<file path="src/rtl/id_ex_fwd_stage_pkg.sv">
// Shared encodings for the ID/EX stage: forwarding-mux select codes and
// the hardwired-zero register number.
package id_ex_fwd_stage_pkg;

    localparam logic [1:0] FWD_IDEX  = 2'd0;
    localparam logic [1:0] FWD_MEMWB = 2'd1;
    localparam logic [1:0] FWD_EXMEM = 2'd2;

    localparam int REG_ZERO = 0;

endpackage

</file>
<file path="src/rtl/id_ex_fwd_stage_fwd_sel_calc.sv">
// Combinational forwarding-select calculation for one EX operand source.
// The youngest producer wins: the instruction now in EX beats the one now in EX/MEM.
module fwd_sel_calc
    import id_ex_fwd_stage_pkg::*;
#(
    parameter int REG_AW = 5
) (
    input  logic [REG_AW-1:0] src_addr,
    input  logic [REG_AW-1:0] ex_rd,
    input  logic              ex_eff_write,
    input  logic [REG_AW-1:0] exmem_rd,
    input  logic              exmem_regwrite,
    output logic [1:0]        sel
);

    localparam logic [REG_AW-1:0] ZERO_ADDR = REG_AW'(REG_ZERO);

    // ex_eff_write already excludes rd==0, so only the EX/MEM term needs the r0 guard.
    always_comb begin
        sel = FWD_IDEX;
        if (ex_eff_write && (ex_rd == src_addr)) begin
            sel = FWD_EXMEM;
        end else if (exmem_regwrite && (exmem_rd == src_addr) && (src_addr != ZERO_ADDR)) begin
            sel = FWD_MEMWB;
        end
    end

endmodule

</file>
<file path="src/rtl/id_ex_fwd_stage.sv">
// ID/EX pipeline register with registered forwarding selects, WB bypass of
// register-file reads and load-use stall detection.
module id_ex_fwd_stage
    import id_ex_fwd_stage_pkg::*;
#(
    parameter int DATA_W = 32,
    parameter int REG_AW = 5,
    parameter int CTRL_W = 8
) (
    input  logic              clk_i,
    input  logic              rst_i,
    input  logic              flush_i,
    input  logic              id_valid_i,
    input  logic [REG_AW-1:0] id_rs_addr_i,
    input  logic [REG_AW-1:0] id_rt_addr_i,
    input  logic [REG_AW-1:0] id_rd_addr_i,
    input  logic [DATA_W-1:0] id_rs_data_i,
    input  logic [DATA_W-1:0] id_rt_data_i,
    input  logic [DATA_W-1:0] id_imm_i,
    input  logic              id_regwrite_i,
    input  logic              id_memread_i,
    input  logic [CTRL_W-1:0] id_ctrl_i,
    input  logic              exmem_regwrite_i,
    input  logic [REG_AW-1:0] exmem_rd_i,
    input  logic              wb_regwrite_i,
    input  logic [REG_AW-1:0] wb_rd_i,
    input  logic [DATA_W-1:0] wb_data_i,
    output logic              stall_o,
    output logic              ex_valid_o,
    output logic [DATA_W-1:0] ex_rs_data_o,
    output logic [DATA_W-1:0] ex_rt_data_o,
    output logic [DATA_W-1:0] ex_imm_o,
    output logic [REG_AW-1:0] ex_rs_addr_o,
    output logic [REG_AW-1:0] ex_rt_addr_o,
    output logic [REG_AW-1:0] ex_rd_o,
    output logic              ex_regwrite_o,
    output logic              ex_memread_o,
    output logic [CTRL_W-1:0] ex_ctrl_o,
    output logic [1:0]        fwd_a_sel_o,
    output logic [1:0]        fwd_b_sel_o
);

    localparam logic [REG_AW-1:0] ZERO_ADDR = REG_AW'(REG_ZERO);

    logic              ex_eff_write;
    logic [1:0]        sel_a;
    logic [1:0]        sel_b;
    logic [DATA_W-1:0] rs_data;
    logic [DATA_W-1:0] rt_data;

    assign ex_eff_write = ex_regwrite_o && ex_valid_o && (ex_rd_o != ZERO_ADDR);

    assign stall_o = id_valid_i && ex_valid_o && ex_memread_o && (ex_rd_o != ZERO_ADDR) &&
                     ((ex_rd_o == id_rs_addr_i) || (ex_rd_o == id_rt_addr_i));

    // The register file is not write-first, so a same-cycle WB write is bypassed here.
    assign rs_data = (wb_regwrite_i && (wb_rd_i == id_rs_addr_i) && (id_rs_addr_i != ZERO_ADDR))
                     ? wb_data_i : id_rs_data_i;
    assign rt_data = (wb_regwrite_i && (wb_rd_i == id_rt_addr_i) && (id_rt_addr_i != ZERO_ADDR))
                     ? wb_data_i : id_rt_data_i;

    fwd_sel_calc #(.REG_AW(REG_AW)) u_sel_a (
        .src_addr       (id_rs_addr_i),
        .ex_rd          (ex_rd_o),
        .ex_eff_write   (ex_eff_write),
        .exmem_rd       (exmem_rd_i),
        .exmem_regwrite (exmem_regwrite_i),
        .sel            (sel_a)
    );

    fwd_sel_calc #(.REG_AW(REG_AW)) u_sel_b (
        .src_addr       (id_rt_addr_i),
        .ex_rd          (ex_rd_o),
        .ex_eff_write   (ex_eff_write),
        .exmem_rd       (exmem_rd_i),
        .exmem_regwrite (exmem_regwrite_i),
        .sel            (sel_b)
    );

    // Flush and stall both insert an all-zero bubble; the stalled instruction is re-presented by ID.
    always_ff @(posedge clk_i or negedge rst_i) begin
        if (!rst_i) begin
            ex_valid_o    <= 1'b0;
            ex_rs_data_o  <= '0;
            ex_rt_data_o  <= '0;
            ex_imm_o      <= '0;
            ex_rs_addr_o  <= '0;
            ex_rt_addr_o  <= '0;
            ex_rd_o       <= '0;
            ex_regwrite_o <= 1'b0;
            ex_memread_o  <= 1'b0;
            ex_ctrl_o     <= '0;
            fwd_a_sel_o   <= FWD_IDEX;
            fwd_b_sel_o   <= FWD_IDEX;
        end else if (flush_i || stall_o) begin
            ex_valid_o    <= 1'b0;
            ex_rs_data_o  <= '0;
            ex_rt_data_o  <= '0;
            ex_imm_o      <= '0;
            ex_rs_addr_o  <= '0;
            ex_rt_addr_o  <= '0;
            ex_rd_o       <= '0;
            ex_regwrite_o <= 1'b0;
            ex_memread_o  <= 1'b0;
            ex_ctrl_o     <= '0;
            fwd_a_sel_o   <= FWD_IDEX;
            fwd_b_sel_o   <= FWD_IDEX;
        end else begin
            ex_valid_o    <= id_valid_i;
            ex_rs_data_o  <= rs_data;
            ex_rt_data_o  <= rt_data;
            ex_imm_o      <= id_imm_i;
            ex_rs_addr_o  <= id_rs_addr_i;
            ex_rt_addr_o  <= id_rt_addr_i;
            ex_rd_o       <= id_rd_addr_i;
            ex_regwrite_o <= id_regwrite_i;
            ex_memread_o  <= id_memread_i;
            ex_ctrl_o     <= id_ctrl_i;
            fwd_a_sel_o   <= sel_a;
            fwd_b_sel_o   <= sel_b;
        end
    end

endmodule
</file>
<file path="config.mk">
export PLATFORM = sky130hd
export DESIGN_NAME = id_ex_fwd_stage
export DESIGN_NICKNAME = d
export VERILOG_FILES = /design/src/rtl/id_ex_fwd_stage_pkg.sv /design/src/rtl/id_ex_fwd_stage_fwd_sel_calc.sv /design/src/rtl/id_ex_fwd_stage.sv
export SDC_FILE = /design/constraint.sdc
export NUM_CORES = 1
export LEC_CHECK = 0
export ABC_AREA = 1
export CAP_MARGIN = 20
export CORE_MARGIN = 3
export CORE_UTILIZATION = 43
export DETAILED_ROUTE_END_ITERATION = 6
export PLACE_DENSITY = 0.83
export SETUP_SLACK_MARGIN = 0.1
export SLEW_MARGIN = 40
export SYNTH_ARGS = -nofsm -noshare
export SYNTH_HDL_FRONTEND = slang
export SYNTH_SLANG_ARGS = --single-unit
</file>
<file path="constraint.sdc">
create_clock -name clk_i -period 3.5 [get_ports clk_i]
set_input_delay 0.7 -clock clk_i [delete_from_list [all_inputs] [get_ports clk_i]]
set_output_delay 0.7 -clock clk_i [all_outputs]
set_load 0.1 [all_outputs]
</file>
==> flow_summary.toml <==
[floorplanning]
ios = 296
die_area_um2 = 14600
start_util_pct = 44.3
rows = 41
die_h_um = 121
die_w_um = 121
core_um2 = 12800

[clock_network]
ctsResizeCount = 0
clock_sinks = 126
cts_tree = "built"
cts_root_buffer = "clkbuf_16"
cts_hold_buffers = 0
post_cts_buffers = 0
h-tree-depth = 4
cts_inserted_buffers = 17
clk_pin_slew_ps = 50
clock_path_buffers = 2
insertion_delay_ps = 410

[global_route]
antenna_found_initial = 0
grt_pass1_wl_mm = 27.5
grt_pass1_vias = 5247
grt-ovfl-total = 0
grt_max_degree = 51
grt_usage_pct = 24.7

[timing]
fin_worst_skew_ps = 7.21
rsz0062_at_grt = "false"
period_share_pct = 82.7
finalSetupViolCount = 0
report.final.slew_viol_count = 0
clock.fmax_mhz = 346
finalHoldViolCount = 0
relSlewSlack_pct = 58.5
tightestPinTransition_ps = 622
fin_ws_ps = 606
final.setup.tns_ps = 0
period_minus_slack_ps = 2890

[synthesis]
mappedNetlistArea_um2 = 5660
synthesis.yosys.warnings = 0
syn_area_per_cell_um2 = 7.78
ys_ff_latch = 126
ys_seq_area_share_pct = 55.7
synth_fp_nets = 897
ys_types = 20
netlist_instances = 728

[worst_setup_path]
crit_arrival_ps = 2190
cp.required_ps = 2800
crit_fanout = 5
worst-r2r-cell-count = 10
reg2reg_to = "ex_imm_o[22]$_DFF_PN0_"
crit_start = "id_rt_addr_i[1]"
worstSetupEndpointType = "primary output"
r2r_start = "ex_rd_o[0]$_DFF_PN0_"
crit_type = "input pin to primary output"
r2r_slack_ps = 1640
cp-start-kind = "input pin"

[place]
gp_congestion = 0.905
place_ws_ps = 596
place_hpwl_mm = 13.7
io_buffers = 295

[cells_and_area]
n_fill_cell = 1072
seq_area_um2 = 3150
multi_input_comb_area_um2 = 1800
nets = 1195
area_delta_synth_final_pct = 56.1
layout_common_cells = "nand2_1 (191), clkdlybuf4s50_1 (167), nor2_1 (136), inv_1 (133), dfrtp_1 (126)"
drive_gt1_share_pct = 18.0
antenna_cells = 0
final_common_cell = "nand2_1"

[route]
viasPerCell = 4.54
wl_per_cell_um = 14.8
vias = 5488
routed_wl_mm = 17.9
postRouteAntennaNets = 0
drtIter0Drc = 311
drc = 0
first_pass_iters = 4

[power_and_ir_drop]
leakagePower_nw = 5.06
power_per_cell_area_nw_per_um2 = 521
ir_drop_mv = 0.280

[flow_run]
maxCapViolCount = 0

[outcome]
status = "complete, no violations"

[hold_path]
min_path_type = "input pin to asynchronous set/reset pin"
-- per-stage QoR --
stage | power [mW] | cells | cell area, µm² | hold WS (ps) | utilization (%)
global placement | 2.81 | 1179 | 8750 | 722 | 68.5
finish | 4.60 | 1210 | 8840 | 306 | 69.2
floorplan | 2.36 | 728 | 5660 | 404 | -
CTS | 4.64 | 1210 | 8840 | 324 | 69.2
detailed placement | 2.75 | 1179 | 8200 | 753 | 64.2
global route | 4.77 | 1210 | 8840 | 339 | 69.2
-- worst max-delay path by stage --
stage                     endpoint  slack (ps)  cells past startpoint
after CTS                  stall_o         590                     10
final                      stall_o         610                     10
after global placement     stall_o         610                     10
after detailed placement   stall_o         600                     10
after global routing       stall_o         430                     10
after floorplan            stall_o         680                      8
-- synthesized netlist by cell type --
cell	n	area share (%)
nor3_1	2	0.18
inv_1	133	8.8
and2_1	1	0.11
nor2_2	3	0.33
nand2_1	191	13
dfrtp_1	126	56
nand2_2	1	0.11
inv_2	8	0.53
a21oi_2	1	0.15
o21ai_0	3	0.27
nand4_1	3	0.33
nor2b_1	1	0.11
nand3_1	75	6.6
buf_4	3	0.40
or2_2	2	0.22
a21oi_1	4	0.35
nor2_1	136	9.0
buf_2	23	2.0
buf_6	5	0.99
xnor2_1	7	1.1
-- per-layer routing --
layer  part of all wire, %  vias up  global-route usage, %  routed length [µm]
met1                    38     2461                   28.5                6850
li1                      -     2722                      -                   -
met3                   8.9       37                   7.67                1600
met2                    50      268                   42.6                8990
met5                     0        -                      0                   0
met4                   2.8        0                   9.99                 506
-- layout make-up --
class	count	area share, %
clock buffer	20	5.05
clock inverter	11	2.15
inverter	141	5.99
multi-input combinational	430	20.4
sequential	126	35.7
tap	172	2.43
timing repair buffer	310	28.4
-- sequential cells by signal (all words and copies together), names as in the netlist --
signal / cells
ex_ctrl_o: 8
ex_imm_o: 32
ex_memread_o: 1
ex_rd_o: 5
ex_regwrite_o: 1
ex_rs_addr_o: 5
ex_rs_data_o: 32
ex_rt_addr_o: 5
ex_rt_data_o: 32
ex_valid_o: 1
fwd_a_sel_o: 2
fwd_b_sel_o: 2
-- power breakdown --
part	total, mW	internal [mW]	leakage, nW	switching, mW
Sequential	1.56	1.53	1.63	0.0230
Combinational	1.16	0.305	3.12	0.857
Clock	1.88	1.28	0.310	0.609
-- cells by family (layout without fill, tap and decap cells) --
group	count (synthesis)	after routing	synth area share (%)
AO/OA/AOI/OAI	8	8	0.773
AND/OR/NAND/NOR	415	415	29.7
flip-flops	126	126	55.7
buffers and inverters	172	482	12.8
XOR/XNOR	7	7	1.08
-- critical path, stage by stage --
cell,delay (ps)
clkdlybuf4s50_1,600
inv_2,80
nand2_1,60
nand2_1,60
nor2_1,130
nand3_1,80
nand2_1,70
nand2_1,90
inv_1,130
buf_12,180
Power figures use the tool's default switching activity.
